===== config.mk =====
export PLATFORM = sky130hd
export DESIGN_NAME = prog_mem_flat
export DESIGN_NICKNAME = d
export VERILOG_FILES = /design/src/rtl/prog_mem_pkg.sv /design/src/rtl/prog_mem_if.sv /design/src/rtl/prog_mem_ram.sv /design/src/rtl/prog_mem.sv /design/src/flat_wrapper.sv
export SDC_FILE = /design/constraint.sdc
export NUM_CORES = 1
export LEC_CHECK = 0
export BUFFER_PORTS_ARGS = -buffer_cell sky130_fd_sc_hd__buf_2
export CAP_MARGIN = 10
export CORE_ASPECT_RATIO = 0.75
export CORE_UTILIZATION = 55
export DETAILED_ROUTE_END_ITERATION = 7
export PLACE_DENSITY = 0.74
export SYNTH_ARGS = -nofsm -noshare
export SYNTH_HDL_FRONTEND = slang
export SYNTH_SLANG_ARGS = --single-unit

===== constraint.sdc =====
create_clock -name clk -period 4.8 [get_ports clk]
set_clock_uncertainty 0.2 [all_clocks]
set_input_delay 1.2 -clock clk [delete_from_list [all_inputs] [get_ports clk]]
set_output_delay 1.2 -clock clk [all_outputs]
set_load 0.01 [all_outputs]

===== src/rtl/prog_mem_pkg.sv =====
// Shared definitions for the program memory: instruction layout, widths and
// FSM states, so the fetch stage, this block and the benches agree.
package prog_mem_pkg;

  localparam int unsigned DEF_VEC_ID_WIDTH       = 3;
  localparam int unsigned DEF_REGFILE_ADDR_WIDTH = 4;
  localparam int unsigned DEF_DATA_ADDR_WIDTH    = 6;
  localparam int unsigned DEF_PROG_SIZE          = 32;

  function automatic int unsigned instr_width(input int unsigned vec_w,
                                              input int unsigned reg_w,
                                              input int unsigned dat_w);
    return 2 + vec_w + 2 * reg_w + 3 * dat_w;
  endfunction

  // Field LSB offsets for the default layout, MSB first:
  // lstg_f | upse_f | vector_id | result_reg | error_reg | data_a | data_b | coef
  localparam int unsigned COEF_PTR_LSB   = 0;
  localparam int unsigned DATA_PTR_B_LSB = COEF_PTR_LSB + DEF_DATA_ADDR_WIDTH;
  localparam int unsigned DATA_PTR_A_LSB = DATA_PTR_B_LSB + DEF_DATA_ADDR_WIDTH;
  localparam int unsigned ERROR_REG_LSB  = DATA_PTR_A_LSB + DEF_DATA_ADDR_WIDTH;
  localparam int unsigned RESULT_REG_LSB = ERROR_REG_LSB + DEF_REGFILE_ADDR_WIDTH;
  localparam int unsigned VECTOR_ID_LSB  = RESULT_REG_LSB + DEF_REGFILE_ADDR_WIDTH;
  localparam int unsigned UPSE_F_BIT     = VECTOR_ID_LSB + DEF_VEC_ID_WIDTH;
  localparam int unsigned LSTG_F_BIT     = UPSE_F_BIT + 1;

  typedef enum logic [1:0] {
    S_EMPTY = 2'd0,
    S_LOAD  = 2'd1,
    S_READY = 2'd2
  } state_t;

endpackage


===== src/rtl/prog_mem_if.sv =====
// Load port and instruction-fetch port of the program memory.
interface prog_mem_if
  import prog_mem_pkg::*;
#(
  parameter int unsigned VEC_ID_WIDTH       = DEF_VEC_ID_WIDTH,
  parameter int unsigned REGFILE_ADDR_WIDTH = DEF_REGFILE_ADDR_WIDTH,
  parameter int unsigned DATA_ADDR_WIDTH    = DEF_DATA_ADDR_WIDTH,
  parameter int unsigned PROG_SIZE          = DEF_PROG_SIZE
);
  localparam int unsigned INSTR_WIDTH =
    instr_width(VEC_ID_WIDTH, REGFILE_ADDR_WIDTH, DATA_ADDR_WIDTH);
  localparam int unsigned PC_WIDTH = $clog2(PROG_SIZE);

  logic                   prog;
  logic                   ld_valid;
  logic [INSTR_WIDTH-1:0] ld_word;
  logic                   ld_ready;
  logic                   fetch;
  logic [PC_WIDTH-1:0]    pc;
  logic [INSTR_WIDTH-1:0] instr_word;
  logic                   instr_valid;
  logic                   addr_err;
  logic [PC_WIDTH:0]      prog_len;
  logic                   loaded;
  logic                   ovf;

  modport master (
    output prog, ld_valid, ld_word, fetch, pc,
    input  ld_ready, instr_word, instr_valid, addr_err, prog_len, loaded, ovf
  );

  modport slave (
    input  prog, ld_valid, ld_word, fetch, pc,
    output ld_ready, instr_word, instr_valid, addr_err, prog_len, loaded, ovf
  );

endinterface


===== src/rtl/prog_mem_ram.sv =====
// Single-port array: synchronous write, registered read that holds its value
// whenever no read is requested.
module prog_mem_ram #(
  parameter int unsigned DEPTH = 32,
  parameter int unsigned WIDTH = 31,
  localparam int unsigned AW   = $clog2(DEPTH)
) (
  input  logic             clk,
  input  logic             we,
  input  logic             re,
  input  logic [AW-1:0]    addr,
  input  logic [WIDTH-1:0] wdata,
  output logic [WIDTH-1:0] q
);

  logic [WIDTH-1:0] mem [DEPTH];

  always_ff @(posedge clk) begin
    if (we) begin
      mem[addr] <= wdata;
    end else if (re) begin
      q <= mem[addr];
    end
  end

endmodule


===== src/rtl/prog_mem.sv =====
// Program memory responder: word-by-word load while prog is high, then
// single-cycle-latency instruction fetch from the controller.
module prog_mem
  import prog_mem_pkg::*;
#(
  parameter int unsigned VEC_ID_WIDTH       = DEF_VEC_ID_WIDTH,
  parameter int unsigned REGFILE_ADDR_WIDTH = DEF_REGFILE_ADDR_WIDTH,
  parameter int unsigned DATA_ADDR_WIDTH    = DEF_DATA_ADDR_WIDTH,
  parameter int unsigned PROG_SIZE          = DEF_PROG_SIZE
) (
  input  logic       clk,
  input  logic       rst,
  prog_mem_if.slave  bus
);

  localparam int unsigned INSTR_WIDTH =
    instr_width(VEC_ID_WIDTH, REGFILE_ADDR_WIDTH, DATA_ADDR_WIDTH);
  localparam int unsigned PC_WIDTH = $clog2(PROG_SIZE);
  localparam logic [PC_WIDTH:0] FULL = (PC_WIDTH + 1)'(PROG_SIZE);

  state_t state, state_nxt;

  logic [PC_WIDTH:0]      wr_ptr;
  logic [PC_WIDTH:0]      prog_len;
  logic                   loaded;
  logic                   ovf;
  logic                   instr_valid;
  logic                   addr_err;
  logic                   zero_q;
  logic [INSTR_WIDTH-1:0] ram_q;
  logic [PC_WIDTH-1:0]    ram_addr;
  logic                   pc_in_range;

  logic ld_ready, wr_en, rd_en, rd_oor, rd_reject, start_load, end_load, ovf_set;

  assign pc_in_range = {1'b0, bus.pc} < prog_len;

  always_ff @(posedge clk or posedge rst) begin
    if (rst) begin
      state <= S_EMPTY;
    end else begin
      state <= state_nxt;
    end
  end

  always_comb begin
    state_nxt  = state;
    ld_ready   = 1'b0;
    wr_en      = 1'b0;
    rd_en      = 1'b0;
    rd_oor     = 1'b0;
    rd_reject  = 1'b0;
    start_load = 1'b0;
    end_load   = 1'b0;
    ovf_set    = 1'b0;
    unique case (state)
      S_EMPTY: begin
        rd_reject = bus.fetch;
        if (bus.prog) begin
          state_nxt  = S_LOAD;
          start_load = 1'b1;
        end
      end
      S_LOAD: begin
        rd_reject = bus.fetch;
        if (bus.prog) begin
          ld_ready = wr_ptr < FULL;
          wr_en    = bus.ld_valid && ld_ready;
          ovf_set  = bus.ld_valid && !ld_ready;
        end else begin
          end_load  = 1'b1;
          state_nxt = (wr_ptr != '0) ? S_READY : S_EMPTY;
        end
      end
      S_READY: begin
        if (bus.prog) begin
          state_nxt  = S_LOAD;
          start_load = 1'b1;
          rd_reject  = bus.fetch;
        end else if (bus.fetch) begin
          rd_en  = pc_in_range;
          rd_oor = !pc_in_range;
        end
      end
      default: state_nxt = S_EMPTY;
    endcase
  end

  always_ff @(posedge clk or posedge rst) begin
    if (rst) begin
      wr_ptr      <= '0;
      prog_len    <= '0;
      loaded      <= 1'b0;
      ovf         <= 1'b0;
      instr_valid <= 1'b0;
      addr_err    <= 1'b0;
      zero_q      <= 1'b1;
    end else begin
      instr_valid <= rd_en;
      addr_err    <= rd_oor || rd_reject;
      if (rd_en) begin
        zero_q <= 1'b0;
      end else if (rd_oor) begin
        zero_q <= 1'b1;
      end
      if (start_load) begin
        wr_ptr <= '0;
        ovf    <= 1'b0;
        loaded <= 1'b0;
      end else if (wr_en) begin
        wr_ptr <= wr_ptr + 1'b1;
      end
      if (ovf_set) begin
        ovf <= 1'b1;
      end
      if (end_load) begin
        prog_len <= wr_ptr;
        loaded   <= (wr_ptr != '0);
      end
    end
  end

  assign ram_addr = (state == S_LOAD) ? wr_ptr[PC_WIDTH-1:0] : bus.pc;

  prog_mem_ram #(
    .DEPTH (PROG_SIZE),
    .WIDTH (INSTR_WIDTH)
  ) u_ram (
    .clk   (clk),
    .we    (wr_en),
    .re    (rd_en),
    .addr  (ram_addr),
    .wdata (bus.ld_word),
    .q     (ram_q)
  );

  // The RAM read register has no reset and only updates on in-range reads;
  // zero_q masks it after reset and after an out-of-range fetch.
  assign bus.instr_word  = zero_q ? '0 : ram_q;
  assign bus.ld_ready    = ld_ready;
  assign bus.instr_valid = instr_valid;
  assign bus.addr_err    = addr_err;
  assign bus.prog_len    = prog_len;
  assign bus.loaded      = loaded;
  assign bus.ovf         = ovf;

endmodule


===== src/flat_wrapper.sv =====
// flat-port wrapper written by rule: the top's interface ports become plain ports
module prog_mem_flat import prog_mem_pkg::*;
#(
  parameter int unsigned VEC_ID_WIDTH       = DEF_VEC_ID_WIDTH,
  parameter int unsigned REGFILE_ADDR_WIDTH = DEF_REGFILE_ADDR_WIDTH,
  parameter int unsigned DATA_ADDR_WIDTH    = DEF_DATA_ADDR_WIDTH,
  parameter int unsigned PROG_SIZE          = DEF_PROG_SIZE
)
  (clk, rst, bus_prog, bus_ld_valid, bus_ld_word, bus_fetch, bus_pc, bus_ld_ready, bus_instr_word, bus_instr_valid, bus_addr_err, bus_prog_len, bus_loaded, bus_ovf);
  prog_mem_if #(.VEC_ID_WIDTH(VEC_ID_WIDTH), .REGFILE_ADDR_WIDTH(REGFILE_ADDR_WIDTH), .DATA_ADDR_WIDTH(DATA_ADDR_WIDTH), .PROG_SIZE(PROG_SIZE)) bus_i ();
  input  logic clk;
  input  logic rst;
  input wire logic [$bits(bus_i.prog)-1:0] bus_prog;
  input wire logic [$bits(bus_i.ld_valid)-1:0] bus_ld_valid;
  input wire logic [$bits(bus_i.ld_word)-1:0] bus_ld_word;
  input wire logic [$bits(bus_i.fetch)-1:0] bus_fetch;
  input wire logic [$bits(bus_i.pc)-1:0] bus_pc;
  output wire logic [$bits(bus_i.ld_ready)-1:0] bus_ld_ready;
  output wire logic [$bits(bus_i.instr_word)-1:0] bus_instr_word;
  output wire logic [$bits(bus_i.instr_valid)-1:0] bus_instr_valid;
  output wire logic [$bits(bus_i.addr_err)-1:0] bus_addr_err;
  output wire logic [$bits(bus_i.prog_len)-1:0] bus_prog_len;
  output wire logic [$bits(bus_i.loaded)-1:0] bus_loaded;
  output wire logic [$bits(bus_i.ovf)-1:0] bus_ovf;
  assign bus_i.prog = bus_prog;
  assign bus_i.ld_valid = bus_ld_valid;
  assign bus_i.ld_word = bus_ld_word;
  assign bus_i.fetch = bus_fetch;
  assign bus_i.pc = bus_pc;
  assign bus_ld_ready = bus_i.ld_ready;
  assign bus_instr_word = bus_i.instr_word;
  assign bus_instr_valid = bus_i.instr_valid;
  assign bus_addr_err = bus_i.addr_err;
  assign bus_prog_len = bus_i.prog_len;
  assign bus_loaded = bus_i.loaded;
  assign bus_ovf = bus_i.ovf;
  prog_mem #(.VEC_ID_WIDTH(VEC_ID_WIDTH), .REGFILE_ADDR_WIDTH(REGFILE_ADDR_WIDTH), .DATA_ADDR_WIDTH(DATA_ADDR_WIDTH), .PROG_SIZE(PROG_SIZE)) u_core (.clk(clk), .rst(rst), .bus(bus_i));
endmodule

# [Word-level counts from Yosys, hierarchy flattened]
# Memory sizes are Yosys's and may differ from the RTL's. A register that Yosys moved wholly into a read port is not among the register bits.
# Cells that the tools add are included.
[totals] ff_bits=19 ram_bits=992 out_inout_bits=42 elab_cells=65 mem_count=1
[classes] n_addsub=1 magnitude_cmp=2 n_eq_ne=4 muxes=33 bitwise_logic=1 n_reduce_logical=15
[mem_list] name="u_core.u_ram.mem" words=32 word_bits=31 read_ports=1 rd_clocked_by_memory_dff=1 write_ports=1 line="prog_mem_ram.sv:16" rtl="logic [WIDTH-1:0] mem [DEPTH];"
[ops] cell="31-bit two-way mux" count=1
[ops] cell="1-bit two-way mux" count=24
[ops] cell="6-bit two-way mux" count=2
[ops] cell="2-bit nonzero test" count=4
[ops] cell="6-bit by 1-bit adder with 6-bit output (second input constant)" count=1
[ops] cell="5-bit by 6-bit less-than comparator with 1-bit output" count=1
[ops] cell="6-bit less-than comparator (second input constant)" count=1
[ops] cell="2-bit two-way mux" count=3
[ops] cell="6-bit nonzero test" count=1
[ops] cell="5-bit two-way mux" count=1
[ops] cell="2-bit case mux with 2 select lines" count=1
[ops] cell="2-bit AND reduction" count=2
[ops] cell="2-bit OR reduction" count=2
[ops] cell="2-bit by 1-bit == test with 1-bit output (second input constant)" count=1
[ops] cell="2-bit == test (second input constant)" count=1
[ops] cell="1-bit logical AND" count=2
[ops] cell="1-bit zero test" count=2
[ops] cell="2-bit zero test" count=1
[ops] cell="2-bit by 1-bit != test with 1-bit output (second input constant)" count=1
[ops] cell="2-bit != test (second input constant)" count=1
[ops] cell="1-bit case mux with 2 select lines" count=1
[ops] cell="1-bit logical OR" count=1
[ops] cell="1-bit inverter" count=1

# [Depth between registers and ports, before layout]
[logic_depth] word_depth=7 depth_mapped=10 mapped_depth_nobuf=7

# [By module]
# A second synthesis with hierarchy kept.
[hier_totals] hier_cells=2175 hier_area_um2=39977.1
[modules_own_cells] module="prog_mem_ram" instances=1 cells_each=2040 area_each_um2=38724.6 seq_area_each_um2=30719.5
[modules_own_cells] module="prog_mem" instances=1 cells_each=135 area_each_um2=1252.5 seq_area_each_um2=476.7

# [Worst setup path after synthesis]
# OpenSTA, ideal clock, no wires.
[synth_path] kind="input to register" start="input port bus_pc[1]" end="memory u_core.u_ram.mem[11][0] (enable)" setup_time_ns=0.419 t_arrival_ns=3.726 required_time_ns=4.181 setup_slack_ns=0.455 stages=6 cell_sequence="nand2_1 > mux2i_1 > clkbuf_1 > clkbuf_1 > nand2_1 > nor2_1"
[synth_between] elab_chain_len=1
[synth_lines] item="from (decl)" line="flat_wrapper.sv:17" rtl="input wire logic [$bits(bus_i.pc)-1:0] bus_pc;"
[synth_lines] item="5-bit two-way mux" line="prog_mem.sv:123" rtl="assign ram_addr = (state == S_LOAD) ? wr_ptr[PC_WIDTH-1:0] : bus.pc;"
[synth_lines] item="to (decl)" line="prog_mem_ram.sv:16"
# Every way passes these cells.

# [Final worst setup path]
[layout_path] start="register u_core.zero_q" end="output port bus_instr_word[6]"
[layout_between] elab_chain_len=1
[layout_lines] item="from (decl)" line="prog_mem.sv:29" rtl="logic zero_q;"
[layout_lines] item="from (signal assigned)" line="prog_mem.sv:97" rtl="zero_q <= 1'b1;"
[layout_lines] item="from (signal assigned)" line="prog_mem.sv:102" rtl="zero_q <= 1'b0;"
[layout_lines] item="from (signal assigned)" line="prog_mem.sv:104" rtl="zero_q <= 1'b1;"
[layout_lines] item="31-bit two-way mux" line="prog_mem.sv:139" rtl="assign bus.instr_word = zero_q ? '0 : ram_q;"
[layout_lines] item="to (decl)" line="flat_wrapper.sv:19" rtl="output wire logic [$bits(bus_i.instr_word)-1:0] bus_instr_word;"
# Every way passes these cells.

==> flow_summary.toml <==
[run_status]
status = "finished, final reports clean"

[route]
wire_per_inst_um = 31.74
via_per_inst = 7.070
drt-total-wl_um = 99030
ant_nets = 0
drcViolationCount = 0
dr.pass1.iters = 6
vias = 22060
first_iter_violations = 3498

[timing]
fin_setup_tns_ps = 0
max_clock_freq_mhz = 273.4
rsz0062_at_grt = "false"
setup_viol = 0
hold_viol = 0
relSlewSlack_pct = 29.68
worst_pin_slew_ps = 1051
final_max_slew_viol_count = 0
period_share_pct = 76.21
min_period_ps = 3658

[cts]
cts_hold_buf = 0
h-tree-depth = 3
clock_latency_ps = 670
cts_tree = "done"
cts_inserted_buffers = 95
cts_sinks = 1042
cts_resized = 0
clock-root-buffer = "clkbuf_16"
postCtsSetupBuffers = 0
max-clock-path-buffers = 3
path_clk_slew_ps = 60

[pwr]
power_density_nw_per_um2 = 445.3
p_leak_nw = 13.89
ir_worst_vdd_mv = 0.3417

[finish]
fin_nets = 2195
fillers = 4481
drive_gt1_share_pct = 17.41
antenna_cells = 0
final_util_pct = 63.59
area_growth_pct = 14.09

[synthesis]
yosys.area_share.xor_xnor_pct = 0.09172
syn_area_per_cell_um2 = 19.03
synthTopCellsByCount = "1023 x edfxtp_1, 248 x a22o_1, 238 x a221oi_1"
yosysMostFrequentCell = "edfxtp_1"
synthesis.area_um2 = 38200
synth.largest_area_cell = "edfxtp_1"
ys_seq_area_share_pct = 81.67
ys_ff_latch = 1042
synth_top_family_by_area = "compound AO/OA/AOI/OAI gates"
syn_nets = 2054
yosys.area_share.simple_pct = 2.106
synth_edf_count = 1023
synth.distinct_cells = 39
synthAdderAreaFrac_pct = 0.1965
synthMuxAreaShare_pct = 0.1965
netlist.area_leader.share_pct = 80.42
synthFlopType = "edfxtp_1"
async_flop_share_pct = 1.823
ys_top_cells_by_area = "edfxtp_1 80%, a22o_1 5.7%, a221oi_1 5.5%"
synth_cells = 2007
ys_warn_count = 0
synth-compound-area-share_pct = 13.97

[worst_hold_path]
hold_path.class = "reg2reg"
min_path_cells = 2

[grt]
grt_pass1_vias = 21370
grt_pass1_wl_um = 143500
grt_max_degree = 122
overflow = 0
gr-usage-all-layers_pct = 28.09
antenna_found_initial = 3

[floorplan]
io_pins = 83
die_h_um = 230.2
core_um2 = 68540
row_count = 83
dieArea_um2 = 70520
start_util_pct = 55.73
fp.dieW_um = 306.3

[setup_path]
crit_type = "reg2out"
max_stage_delay_ps = 1010
worstPathBufferInverterCount = 2
crit_family = "flip-flops"
critPathCaptureType = "primary output"
critPathRequiredTime_ps = 3400
worstPathArrival_ps = 2260
crit_chain = "buf_4 > nor2b_1 > buf_2"
slowest_stage = "dfstp_2"
worst-path-stages = 3
startpoint_type = "flop"
r2r_cells = 7
path_max_fanout = 21

[placement]
dp_hpwl_um = 53510
globalplace.congestion = 0.8267
io_buffers = 82

[flow_run]
drv_cap = 0
## logic make-up (layout without fill, tap and decap cells)
logic type / Yosys count / count (layout)
flip-flops: 1042 / 1042
AND/OR/NAND/NOR: 150 / 150
AO/OA/AOI/OAI: 644 / 644
buffers and inverters: 154 / 375
multiplexers: 7 / 7
XOR/XNOR: 4 / 4
adder cells (fa/ha/maj): 6 / 6
## power by group
part	internal [mW]	switching (mW)	total (mW)	leakage, nW
Clock	4.11	3.34	7.45	1.49
Combinational	0.656	1.17	1.83	2.95
Sequential	10.1	0.0680	10.1	9.45
## final timing paths
path / from / end / slack, ps
hold reg to reg: u_core.bus.ovf / u_core.bus.ovf / 310
setup / recovery: u_core.zero_q / bus_instr_word[6] / 1140
min in group asynchronous: rst / u_core.bus.loaded / 440
max in group asynchronous: rst / u_core.bus.instr_valid / 3500
setup reg to reg: u_core.state[1] / u_core.u_ram.q[8] / 1300
hold / removal: u_core.bus.ovf / u_core.bus.ovf / 310
## cell type report
class	count	area (um^2)	area share, %
Tap cell	892	1116	2.561
Multi-Input combinational cell	811	6641	15.24
Timing Repair Buffer	187	1511	3.468
Sequential cell	1042	31200	71.58
Clock inverter	70	653.1	1.499
Inverter	11	41.29	0.09474
Clock buffer	107	2422	5.558
## state kept, by name (all words and copies together) (netlist names)
signal	flops
u_core.u_ram.q	31
u_core.bus.prog_len	6
u_core.bus.loaded	1
u_core.bus.addr_err	1
u_core.state	2
u_core.zero_q	1
u_core.wr_ptr	6
u_core.u_ram.mem	992
u_core.bus.ovf	1
u_core.bus.instr_valid	1
## per-layer routing
| metal | vias up | GRT usage, % | wire length (um) |
|---|---|---|---|
| met1 | 11230 | 41.47 | 39180 |
| met3 | 231 | 5.963 | 11860 |
| li1 | 8923 | - | - |
| met5 | - | 0 | 39 |
| met2 | 1670 | 41.87 | 44760 |
| met4 | 6 | 9.641 | 3193 |
## stage by stage
stage	instances	worst slack (ps)	hold WS [ps]	cell area, um^2	power [mW]
finish	3120	1142	306.7	43580	19.41
global route	3120	1033	355.6	43580	19.93
CTS	3120	1051	315.7	43580	19.45
global placement	2943	785.8	287.3	40510	12.09
floorplan	2007	455.1	325.5	38200	11.41
detailed placement	2943	762.8	301.8	40510	12.13
## worst reg2reg max path: stages, from the launching register on
cell and delay, ps:
dfrtp_1 440, nand2b_4 290, a31o_4 500, buf_12 330, a22o_1 350, a221oi_1 320, o22ai_1 240, or4_1 530
## cells in the final DEF, fill, tap and decap left out, drive strengths merged, types with 3 or more instances in the layout
cell type	n
nand2	24
edfxtp	1023
or4	31
mux2	4
a221oi	248
ha	6
nand3b	3
nand4	3
o21ai	11
nor2	49
dfrtp	18
clkinv	51
mux2i	3
buf	187
bufinv	8
a22o	248
nand2b	3
xor2	3
clkbuf	107
o22ai	124
clkinvlp	6
nor2b	31
inv	16
(Power assumes the default switching activity.)
